## config.mk

```make
export PLATFORM = sky130hd
export DESIGN_NAME = req_arbiter16
export DESIGN_NICKNAME = d
export VERILOG_FILES = /design/src/rtl/req_arb_pkg.sv /design/src/rtl/mux16_1.sv /design/src/rtl/req_arbiter16.sv
export SDC_FILE = /design/constraint.sdc
export NUM_CORES = 1
export LEC_CHECK = 0
export BUFFER_PORTS_ARGS = -buffer_cell sky130_fd_sc_hd__buf_2
export CORE_ASPECT_RATIO = 0.8
export CORE_MARGIN = 1.5
export CORE_UTILIZATION = 48
export DETAILED_ROUTE_END_ITERATION = 16
export GPL_TIMING_DRIVEN = 0
export PLACE_DENSITY = 0.89
export SLEW_MARGIN = 20
export SYNTH_ARGS = -nofsm -noshare
export SYNTH_HDL_FRONTEND = slang
export SYNTH_SLANG_ARGS = --single-unit
```

## constraint.sdc

```tcl
create_clock -name clk -period 6.5 [get_ports clk]
set_input_delay 0.975 -clock clk [delete_from_list [all_inputs] [get_ports clk]]
set_output_delay 0.975 -clock clk [all_outputs]
set_load 0.05 [all_outputs]
```

## src/rtl/req_arb_pkg.sv

```systemverilog
// Shared constants, state encoding and round-robin search helper for req_arbiter16.
package req_arb_pkg;

   localparam int NREQ   = 16;
   localparam int DATA_W = 16;
   localparam int IDX_W  = 4;

   typedef enum logic {
      ARB_IDLE = 1'b0,
      ARB_HOLD = 1'b1
   } arb_state_t;

   // Returns {found, idx}: first set bit of eligible at or after ptr, wrapping 15->0.
   // Scanning from the farthest offset down lets the nearest hit overwrite the result.
   function automatic logic [IDX_W:0] rr_pick(input logic [NREQ-1:0] eligible,
                                              input logic [IDX_W-1:0] ptr);
      logic [IDX_W-1:0] idx;
      rr_pick = '0;
      for (int i = NREQ - 1; i >= 0; i--) begin
         idx = ptr + IDX_W'(i);
         if (eligible[idx]) rr_pick = {1'b1, idx};
      end
   endfunction

endpackage

```

## src/rtl/mux16_1.sv

```systemverilog
// Plain 16:1 word mux; in1..in16 map to sel 0..15.
module mux16_1 #(
   parameter int W = 16
) (
   input  logic [W-1:0] in1,
   input  logic [W-1:0] in2,
   input  logic [W-1:0] in3,
   input  logic [W-1:0] in4,
   input  logic [W-1:0] in5,
   input  logic [W-1:0] in6,
   input  logic [W-1:0] in7,
   input  logic [W-1:0] in8,
   input  logic [W-1:0] in9,
   input  logic [W-1:0] in10,
   input  logic [W-1:0] in11,
   input  logic [W-1:0] in12,
   input  logic [W-1:0] in13,
   input  logic [W-1:0] in14,
   input  logic [W-1:0] in15,
   input  logic [W-1:0] in16,
   input  logic [3:0]   sel,
   output logic [W-1:0] out
);

   always_comb begin
      out = '0;
      case (sel)
         4'd0:  out = in1;
         4'd1:  out = in2;
         4'd2:  out = in3;
         4'd3:  out = in4;
         4'd4:  out = in5;
         4'd5:  out = in6;
         4'd6:  out = in7;
         4'd7:  out = in8;
         4'd8:  out = in9;
         4'd9:  out = in10;
         4'd10: out = in11;
         4'd11: out = in12;
         4'd12: out = in13;
         4'd13: out = in14;
         4'd14: out = in15;
         4'd15: out = in16;
         default: out = '0;
      endcase
   end

endmodule

```

## src/rtl/req_arbiter16.sv

```systemverilog
// Round-robin arbiter: picks one of 16 requesters, registers its word through the
// shared mux and offers it downstream on valid/ready, pulsing gnt to the winner.
module req_arbiter16
   import req_arb_pkg::*;
(
   input  logic                   clk,
   input  logic                   rst_n,
   input  logic [NREQ-1:0]        req,
   input  logic [NREQ*DATA_W-1:0] req_data,
   output logic [NREQ-1:0]        gnt,
   output logic                   out_valid,
   input  logic                   out_ready,
   output logic [DATA_W-1:0]      out_data,
   output logic [IDX_W-1:0]       out_id
);

   arb_state_t        r_state;
   arb_state_t        w_state_nxt;
   logic [IDX_W-1:0]  r_ptr;
   logic [NREQ-1:0]   r_gnt;
   logic [DATA_W-1:0] r_data;
   logic [IDX_W-1:0]  r_id;

   logic [NREQ-1:0]   w_eligible;
   logic [IDX_W:0]    w_pick;
   logic              w_found;
   logic [IDX_W-1:0]  w_win;
   logic              w_capture;
   logic [DATA_W-1:0] w_mux_out;

   // A requester seeing gnt this cycle may still show its old req; mask it out.
   assign w_eligible = req & ~r_gnt;
   assign w_pick     = rr_pick(w_eligible, r_ptr);
   assign w_found    = w_pick[IDX_W];
   assign w_win      = w_pick[IDX_W-1:0];

   mux16_1 #(.W(DATA_W)) u_mux (
      .in1  (req_data[ 0*DATA_W +: DATA_W]),
      .in2  (req_data[ 1*DATA_W +: DATA_W]),
      .in3  (req_data[ 2*DATA_W +: DATA_W]),
      .in4  (req_data[ 3*DATA_W +: DATA_W]),
      .in5  (req_data[ 4*DATA_W +: DATA_W]),
      .in6  (req_data[ 5*DATA_W +: DATA_W]),
      .in7  (req_data[ 6*DATA_W +: DATA_W]),
      .in8  (req_data[ 7*DATA_W +: DATA_W]),
      .in9  (req_data[ 8*DATA_W +: DATA_W]),
      .in10 (req_data[ 9*DATA_W +: DATA_W]),
      .in11 (req_data[10*DATA_W +: DATA_W]),
      .in12 (req_data[11*DATA_W +: DATA_W]),
      .in13 (req_data[12*DATA_W +: DATA_W]),
      .in14 (req_data[13*DATA_W +: DATA_W]),
      .in15 (req_data[14*DATA_W +: DATA_W]),
      .in16 (req_data[15*DATA_W +: DATA_W]),
      .sel  (w_win),
      .out  (w_mux_out)
   );

   always_comb begin
      w_state_nxt = r_state;
      w_capture   = 1'b0;
      case (r_state)
         ARB_IDLE: begin
            if (w_found) begin
               w_capture   = 1'b1;
               w_state_nxt = ARB_HOLD;
            end
         end
         ARB_HOLD: begin
            // Arbitrate only when the held word leaves this cycle.
            if (out_ready) begin
               if (w_found) w_capture   = 1'b1;
               else         w_state_nxt = ARB_IDLE;
            end
         end
         default: w_state_nxt = ARB_IDLE;
      endcase
   end

   always_ff @(posedge clk) begin
      if (!rst_n) begin
         r_state <= ARB_IDLE;
         r_ptr   <= '0;
         r_gnt   <= '0;
         r_data  <= '0;
         r_id    <= '0;
      end else begin
         r_state <= w_state_nxt;
         r_gnt   <= w_capture ? (NREQ'(1) << w_win) : '0;
         if (w_capture) begin
            r_data <= w_mux_out;
            r_id   <= w_win;
            r_ptr  <= w_win + IDX_W'(1);
         end
      end
   end

   assign gnt       = r_gnt;
   assign out_valid = (r_state == ARB_HOLD);
   assign out_data  = r_data;
   assign out_id    = r_id;

endmodule

```

==> flow_metrics.tcl <==
set metrics [dict create \
    crit_type "reg -> reg" \
    cp-start-kind "flip-flop" \
    slowest_delay_ns 0.54 \
    layout.filler_cells 1211 \
    cts_max_path_buffers 2 \
    max_slew.worst_pin.slew_ns 0.897 \
    synth.lib_cells_used.distinct 96 \
    post-dp-hpwl_um 29200 \
    first_global_vias 8517 \
    min_period_ns 6.37 \
    hold_viol_final 0 \
    layout_worst_path_cycle_share 0.980 \
    startpoint_of_the_most_critical_register_to_register_path "r_ptr[2]" \
    final-instance-count-excl-fill 1327 \
    cp_max_fo 10 \
    areaGrowthSynthToFinish_pct 32.2 \
    core_area_sq_um 13000 \
    grt_pass1_wl_um 51100 \
    place_congestion 1.06 \
    critical_path.endpoint_type "flip-flop" \
    worstPathArrival_ns 6.53 \
    number_of_clock_buffers_inserted_by_tritoncts 5 \
    cts.hold.buffers_added 0 \
    max_cap_viol_count 0 \
    net_count_synth 1119 \
    flop_and_latch_count_out_of_synthesis 41 \
    met2_wirelength_um 14100 \
    grt_setup_unrepaired "false" \
    post-route-cell-area_sq_um 8570 \
    synth-edff-count 0 \
    synth_area_per_inst_sq_um 7.77 \
    place.port_buffers 311 \
    max_slew_vio_count 0 \
    synthFlopType "dfxtp_1" \
    dr_total_vias 9421 \
    clkSlewWorstSetupHoldPaths_ns 0.07 \
    detail_route.drc_violations 0 \
    detailroute.wirelength.met3_um 6340 \
    floorplan.rows 37 \
    clock_tree.htree_level_count 2 \
    clk_latency_ns 0.30 \
    post_drt_via_cell_ratio 7.10 \
    timing.hold.ws_ns 0.493 \
    critPathMostFrequentCell "buf_2" \
    io_pins 312 \
    critical_path.reg2reg.endpoint "out_data[15]" \
    die_footprint_sq_um 14200 \
    highest_layer "met4" \
    initial_utilization 0.498 \
    worst-r2r-cell-count 21 \
    routed_wirelength_um 36000 \
    finalSetupTns_ns 0 \
    number_of_antenna_violations_at_the_first_check_in_global_routing 0 \
    drt_iter0_drc 1539 \
    worstHoldPathType "reg -> reg" \
    placedInstanceArea_sq_um 8260 \
    finalSetupViolations 0 \
    outcome "finished clean" \
    netlist_instances 834 \
    hold_path_end "out_valid" \
    nNetsFinal 1436 \
    wire_length_on_met1_um 13800 \
    firstDrtPassIters 8 \
    achievable-frequency_mhz 157 \
    share_of_post_route_cells_with_drive_strength_above_1 0.396 \
    die_y_um 107 \
    globalRouteTotalUtil 0.487 \
    max-slew-margin-rel 0.398 \
    post_drt_wl_per_cell_um 27.1 \
    timing.hold.worst.start "out_valid" \
    horiz_die_dim_um 133 \
    cts_tree "built" \
    synthesis.area_sq_um 6480 \
    grt_start_max_net_pins 15 \
    synth_async_sr_flop_share 0 \
    regToRegSetupSlack_ns 0.13 \
    timing.critical_path.cells "buf_2 -> buf_2 -> buf_2 -> inv_1 -> ha_1 -> clkbuf_2 -> nor4b_1 -> o41ai_4 -> a21oi_1 -> o21ai_0 -> a221o_1 -> a31oi_1 -> nor3_1 -> a21o_2 -> ha_1 -> inv_1 -> nor2_4 -> a221oi_1 -> a41oi_1 -> and3b_1 -> a31oi_1" \
    count_of_cells_along_the_worst_hold_path 2 \
    cts_root_buffer "clkbuf_16" \
    dpl.cell_count 1320 \
    crit_slowest_cell "a221oi_1" \
    ys_warn_count 0 \
    worst_ep_required_time_ns 6.66 \
    diodes_inserted 0 \
    synth_sequential_area_ratio 0.127 \
    layout.cells.most_common "buf_2" \
    layout_common_cells "buf_2, nand2_1, mux2i_1" \
    route.antenna.remaining_nets 0 \
    gr-total-overflow 0 \
    clock_skew_after_layout_ns 0.00724 \
    tritoncts_num_sinks 41 \
]
sequential cells by signal (all words and copies together) (netlist names):
name and cells:
out_id 4, r_ptr 4, out_valid 1, gnt 16
out_data 16
cells in the mapped netlist (all sizes together), types with 5 or more instances:
master	instances	area [sq um]
a31oi	21	146
a22o	6	52.6
nor4b	6	52.6
nand3b	9	67.6
a21oi	33	165
or3b	9	78.8
a21o	5	37.5
a221oi	19	166
mux2i	53	531
a311oi	8	70.1
xor2	7	68.8
nand4	31	206
nor2	46	185
nor2b	18	113
a211oi	14	118
ha	10	125
mux4	17	383
and2	5	31.3
nand2b	25	156
buf	48	332
nor4bb	9	90.1
and3	16	100
o221ai	14	123
nand3	41	205
dfxtp	41	821
o21ai	23	119
mux2	21	244
nand2	91	344
clkbuf	22	82.6
or2	7	46.3
and4	6	52.6
a22oi	7	52.6
o22ai	14	87.6
xnor2	7	61.3
a311o	5	50.1
o211ai	8	65.1
inv	13	51.3
nor3	21	110
worst max-delay path by stage:
stage                     depth (start not counted)      endpoint      from  slack [ns]
after floorplan                                  25   out_data[4]  r_ptr[0]        1.45
after global placement                           23   out_data[4]  r_ptr[0]       -0.59
after detailed placement                         23   out_data[4]  r_ptr[0]       -0.55
after CTS                                        22   out_data[4]  r_ptr[2]        0.03
after global routing                             23   out_data[4]  r_ptr[2]        0.03
final                                            21  out_data[15]  r_ptr[2]        0.13
metrics by stage:
| stage | setup slack, ns | utilization |
|---|---|---|
| 2_1_floorplan | 1.45 | - |
| 3_3_place_gp | -0.588 | 0.635 |
| 3_5_place_dp | -0.550 | 0.635 |
| 4_1_cts | 0.0334 | 0.652 |
| 5_1_grt | 0.0299 | 0.659 |
| 6_report | 0.131 | 0.659 |
area by class of cell:
| cell class | instances | area (sq um) | area share |
|---|---|---|---|
| plain buffers | 68 | 417 | 0.0486 |
| inverters | 15 | 62.6 | 0.00730 |
| flip-flops and latches | 41 | 821 | 0.0958 |
| multi-input cells | 708 | 5290 | 0.617 |
| clock buffers | 5 | 125 | 0.0146 |
| clock inverters | 3 | 68.8 | 0.00803 |
| well taps | 175 | 219 | 0.0256 |
| repair buffers | 312 | 1560 | 0.183 |
timing repair:
action                     in CTS  in global routing
setup buffers                   0                  1
pin swaps                       0                  1
gates resized for setup         7                 22
setup endpoints to repair      15                 16
metal layers:
layer | vias up | track usage
met3 | 163 | 0.207
li1 | 3918 | -
met2 | 981 | 0.692
met5 | - | 0
met4 | 0 | 0.171
met1 | 4359 | 0.654
critical path, delay by kind of cell, from the launching register on:
family | cells | cell delay, ns
AOI/OAI and AO/OA | 9 | 2.39
buffers and inverters | 6 | 1.65
and+or+nand+nor | 4 | 0.96
adders and majority gates | 2 | 0.85
DFF | 1 | 0.37
cell families (layout without fill, tap and decap cells):
family,after synthesis,in the layout,synth area share
and+or+nand+nor,359,359,0.307
AOI/OAI and AO/OA,234,234,0.276
buffers and inverters,85,403,0.0730
DFF,41,41,0.127
adders and majority gates,10,10,0.0193
muxes,91,91,0.179
xor gates and xnor gates,14,14,0.0201
Power is not shown: default switching activity piles up to over one toggle a cycle in this logic, so the estimate is an artifact.
